File: src/rtl/cmp_pkg.sv
// Shared constants and types for the serial magnitude comparator.
package cmp_pkg;

    localparam int unsigned PAIR_W = 2;

    localparam logic [1:0] ST_IDLE = 2'd0;
    localparam logic [1:0] ST_CMP  = 2'd1;
    localparam logic [1:0] ST_DONE = 2'd2;

    typedef enum logic [1:0] {
        IDLE = ST_IDLE,
        CMP  = ST_CMP,
        DONE = ST_DONE
    } state_t;

    typedef struct packed {
        logic gt;
        logic lt;
        logic eq;
    } flags_t;

endpackage

File: src/rtl/two_bitcomp.sv
// Combinational magnitude compare of two unsigned 2-bit values.
module two_bitcomp
    import cmp_pkg::*;
(
    input  logic [PAIR_W-1:0] a,
    input  logic [PAIR_W-1:0] b,
    output logic              gt,
    output logic              lt,
    output logic              eq
);

    logic msb_eq;

    // Lower bit only matters when the upper bits tie.
    always_comb begin
        msb_eq = ~(a[1] ^ b[1]);
        gt     = (a[1] & ~b[1]) | (msb_eq & a[0] & ~b[0]);
        lt     = (~a[1] & b[1]) | (msb_eq & ~a[0] & b[0]);
        eq     = (a == b);
    end

endmodule

File: src/rtl/serial_mag_comp.sv
// Unsigned magnitude comparator that walks the operands two bits per cycle,
// MSB pair first, stopping at the first differing pair.
module serial_mag_comp
    import cmp_pkg::*;
#(
    parameter int unsigned WIDTH = 8
) (
    input  logic             clk,
    input  logic             rst,
    input  logic             start,
    input  logic [WIDTH-1:0] a,
    input  logic [WIDTH-1:0] b,
    output logic             busy,
    output logic             done,
    output logic             A_gt_B,
    output logic             A_lt_B,
    output logic             A_eq_B
);

    localparam int unsigned NPAIRS = WIDTH / PAIR_W;
    localparam int unsigned IDX_W  = (NPAIRS > 1) ? $clog2(NPAIRS) : 1;
    localparam logic [IDX_W-1:0] IDX_MSB  = IDX_W'(NPAIRS - 1);
    localparam logic [IDX_W-1:0] IDX_ZERO = '0;

    state_t             state;
    logic [IDX_W-1:0]   idx;
    logic [WIDTH-1:0]   a_q;
    logic [WIDTH-1:0]   b_q;
    flags_t             flags_q;
    logic               busy_q;
    logic               done_q;

    logic [PAIR_W-1:0]  a_pair;
    logic [PAIR_W-1:0]  b_pair;
    logic               pair_gt;
    logic               pair_lt;
    logic               pair_eq;

    // Select the pair currently under inspection.
    always_comb begin
        a_pair = a_q[int'(idx) * PAIR_W +: PAIR_W];
        b_pair = b_q[int'(idx) * PAIR_W +: PAIR_W];
    end

    two_bitcomp u_pair_cmp (
        .a  (a_pair),
        .b  (b_pair),
        .gt (pair_gt),
        .lt (pair_lt),
        .eq (pair_eq)
    );

    // Sequencer: capture, walk pairs, publish result for one cycle.
    always_ff @(posedge clk) begin
        if (rst) begin
            state   <= IDLE;
            idx     <= '0;
            a_q     <= '0;
            b_q     <= '0;
            flags_q <= '0;
            busy_q  <= 1'b0;
            done_q  <= 1'b0;
        end else begin
            done_q <= 1'b0;
            case (state)
                IDLE, DONE: begin
                    if (start) begin
                        a_q    <= a;
                        b_q    <= b;
                        idx    <= IDX_MSB;
                        state  <= CMP;
                        busy_q <= 1'b1;
                    end else begin
                        state  <= IDLE;
                        busy_q <= 1'b0;
                    end
                end
                CMP: begin
                    if (!pair_eq) begin
                        flags_q <= '{gt: pair_gt, lt: pair_lt, eq: 1'b0};
                        state   <= DONE;
                        busy_q  <= 1'b0;
                        done_q  <= 1'b1;
                    end else if (idx == IDX_ZERO) begin
                        flags_q <= '{gt: 1'b0, lt: 1'b0, eq: 1'b1};
                        state   <= DONE;
                        busy_q  <= 1'b0;
                        done_q  <= 1'b1;
                    end else begin
                        idx <= idx - IDX_W'(1);
                    end
                end
                default: begin
                    state  <= IDLE;
                    busy_q <= 1'b0;
                end
            endcase
        end
    end

    assign busy   = busy_q;
    assign done   = done_q;
    assign A_gt_B = flags_q.gt;
    assign A_lt_B = flags_q.lt;
    assign A_eq_B = flags_q.eq;

endmodule

File: config.mk
export PLATFORM = sky130hd
export DESIGN_NAME = serial_mag_comp
export DESIGN_NICKNAME = d
export VERILOG_FILES = /design/src/rtl/cmp_pkg.sv /design/src/rtl/two_bitcomp.sv /design/src/rtl/serial_mag_comp.sv
export SDC_FILE = /design/constraint.sdc
export NUM_CORES = 1
export LEC_CHECK = 0
export ABC_AREA = 1
export BUFFER_PORTS_ARGS = -buffer_cell sky130_fd_sc_hd__buf_2
export CORE_MARGIN = 2
export CORE_UTILIZATION = 35
export DETAILED_ROUTE_END_ITERATION = 16
export GPL_ROUTABILITY_DRIVEN = 0
export HOLD_SLACK_MARGIN = 0.02
export SLEW_MARGIN = 20
export SYNTH_ARGS = -nofsm -noshare
export SYNTH_HDL_FRONTEND = slang
export SYNTH_HIERARCHICAL = 1
export SYNTH_SLANG_ARGS = --single-unit
export TNS_END_PERCENT = 100
File: constraint.sdc
create_clock -name clk -period 4.5 [get_ports clk]
set_input_delay 0.9 -clock clk [delete_from_list [all_inputs] [get_ports clk]]
set_output_delay 0.9 -clock clk [all_outputs]
set_load 0.02 [all_outputs]
==> flow_summary.yaml <==
clock_tree:
  cts_buffers: 3
  clk_pin_slew_worst_paths_ns: 0.13
  cts_root_buf: "clkbuf_4"
  insertion_delay_ns: 0.31
  cts.sinks: 25
  cts.repair.resized: 0
  cts_buffer_depth: 2
  hold_buffers: 0
  h-tree-depth: 1
  cts_setup_buffers: 0
  tritoncts: "built"
drt:
  vias: 1002
  drc: 0
  vias_per_cell: 4.639
  totalWireLength_um: 2140
  wire_per_inst_um: 9.907
  first_iter_violations: 4
  firstDrtPassIters: 4
  ant_nets: 0
logic_synthesis:
  seq_area_frac_synth_pct: 44.49
  yosysWarnings: 6
  syn_area_sq_um: 1125
  ys_types: 21
  synthCells: 151
  avgSynthCellArea_sq_um: 7.449
  ys_seq_elements: 25
  synth_nets: 173
hold_path:
  holdCritPathClass: "flip-flop to flip-flop"
floorplan:
  die_w_um: 60.69
  num_rows: 20
  ioPinCount: 24
  coreArea_sq_um: 3053
  initial_core_util_pct: 36.84
  die_y_um: 60.69
  die-area_sq_um: 3683
critical_path:
  cp_max_fo: 10
  end_kind: "flip-flop"
  crit_arrival_ns: 2.33
  setup.worst_path.class: "flip-flop to flip-flop"
  start_kind: "flip-flop"
  worst_ep_required_time_ns: 4.72
job:
  drv_cap: 0
sta:
  relSlewSlack_pct: 78.71
  clock.fmax_mhz: 474.6
  slew_violations: 0
  setup_violations: 0
  hold_viol_final: 0
  tns_ns: 0
  min_period_ns: 2.107
  fin_worst_skew_ns: 0.005726
  worst_pin_slew_ns: 0.3193
  holdWs_ns: 0.4748
  period_share_pct: 46.82
  rsz0062_at_grt: "no"
grt:
  grt_pass1_wl_um: 3760
  grt_pass1_vias: 926
  grt_remaining_overflow: 0
  grt_use_total_pct: 13.35
  antenna_found_initial: 0
  grt_start_max_net_pins: 24
power:
  power.density_nw_per_um2: 364.7
  vdd_drop_max_mv: 0.2297
  power_leakage_nw: 0.5672
outcome:
  status: "finished clean"
cells_and_area:
  area_delta_synth_final_pct: 12.46
  drive_gt1_share_pct: 22.09
  nNetsFinal: 195
  insertedDiodeCount: 0
placed_design:
  portBuffers: 23
  dpl.hpwl_um: 1614
[where the power goes]
part / internal (mW) / total [mW] / switching, mW / leakage [nW]
combinational: 0.0408 / 0.111 / 0.0702 / 0.343
clock: 0.0333 / 0.0982 / 0.0649 / 0.0177
sequential: 0.240 / 0.252 / 0.0119 / 0.207
[cell usage after synthesis]
cell type,number,area share [%]
a21oi_1,7,3.1
buf_2,1,0.44
buf_4,1,0.67
buf_6,4,4.0
clkinv_2,1,0.44
dfxtp_1,25,44
ha_1,3,3.3
inv_1,6,2.0
inv_2,3,1.0
inv_6,1,0.78
nand2_1,14,4.7
nand2_2,1,0.56
nand2_4,1,1.0
nand3_1,5,2.2
nor2_1,45,15
nor2_2,2,1.1
nor2_4,1,1.0
nor3_1,1,0.44
o21ai_0,24,11
o21ai_2,1,0.78
o22ai_1,4,2.2
[layout by cell type (no fill, tap or decap), drive strengths merged]
cell type	n
nor2	48
dfxtp	25
o21ai	25
buf	23
nand2	16
inv	10
a21oi	7
nand3	5
o22ai	4
ha	3
clkbuf	3
clkinv	2
nor3	1
[per-layer routing]
metal	routed length (um)	global-route usage [%]	up-vias
met5	0	0	-
met3	104	4.478	2
met2	985	24.27	21
met1	1036	15.56	447
li1	-	-	532
met4	13	1.863	0
[final cells by class]
type	instances	area [sq um]
tap	44	55.05
inverter	11	47.55
sequential	25	500.5
fill	361	1788
clock buffer	3	22.52
clock inverter	1	5.005
timing repair buffer	23	115.1
multi-input combinational	109	519.2
[critical path, stage by stage (launching register included)]
cell and delay, ns:
dfxtp_1 0.41, inv_2 0.17, o21ai_0 0.09, o22ai_1 0.20
inv_1 0.08, ha_1 0.32, nand2_1 0.06, nor2_1 0.20
inv_2 0.07, nor2_2 0.12, nand2_2 0.10, a21oi_1 0.14
nor2_1 0.06
[state kept, by name, indices dropped and copies added, names as in the netlist]
| signal | count |
|---|---|
| A_eq_B | 1 |
| state | 2 |
| a_q | 8 |
| b_q | 8 |
| A_lt_B | 1 |
| done | 1 |
| idx | 2 |
| A_gt_B | 1 |
| busy | 1 |
[through the flow]
step           power, mW  setup slack [ns]  util, %  instance area (sq um)  std cells
2_1_floorplan     0.3462             2.619        -                   1125        151
5_1_grt           0.4964             2.116    41.43                   1265        216
3_5_place_dp      0.3690             2.452    40.53                   1237        212
4_1_cts           0.4667             2.416    41.43                   1265        216
3_3_place_gp      0.3650             2.507    40.53                   1237        212
6_report          0.4613             2.393    41.43                   1265        216
[final timing paths]
path	startpoint	to	slack, ns	cells after the start
setup / recovery	idx[0]$_SDFFE_PP0P_	idx[0]$_SDFFE_PP0P_	2.39	12
hold / removal	A_lt_B$_SDFFE_PP0P_	A_lt_B$_SDFFE_PP0P_	0.47	2
setup reg to reg	idx[0]$_SDFFE_PP0P_	idx[0]$_SDFFE_PP0P_	2.39	12
hold reg to reg	A_lt_B$_SDFFE_PP0P_	A_lt_B$_SDFFE_PP0P_	0.47	2
[kinds of logic (layout without fill, tap and decap cells)]
family	count (synthesis)	after routing	share of synthesized area, %
flip-flops	25	25	44.49
AO/OA/AOI/OAI	36	36	16.80
adder cells (fa/ha/maj)	3	3	3.337
AND/OR/NAND/NOR	70	70	26.03
buffers and inverters	17	38	9.343
(Power assumes the default switching activity.)
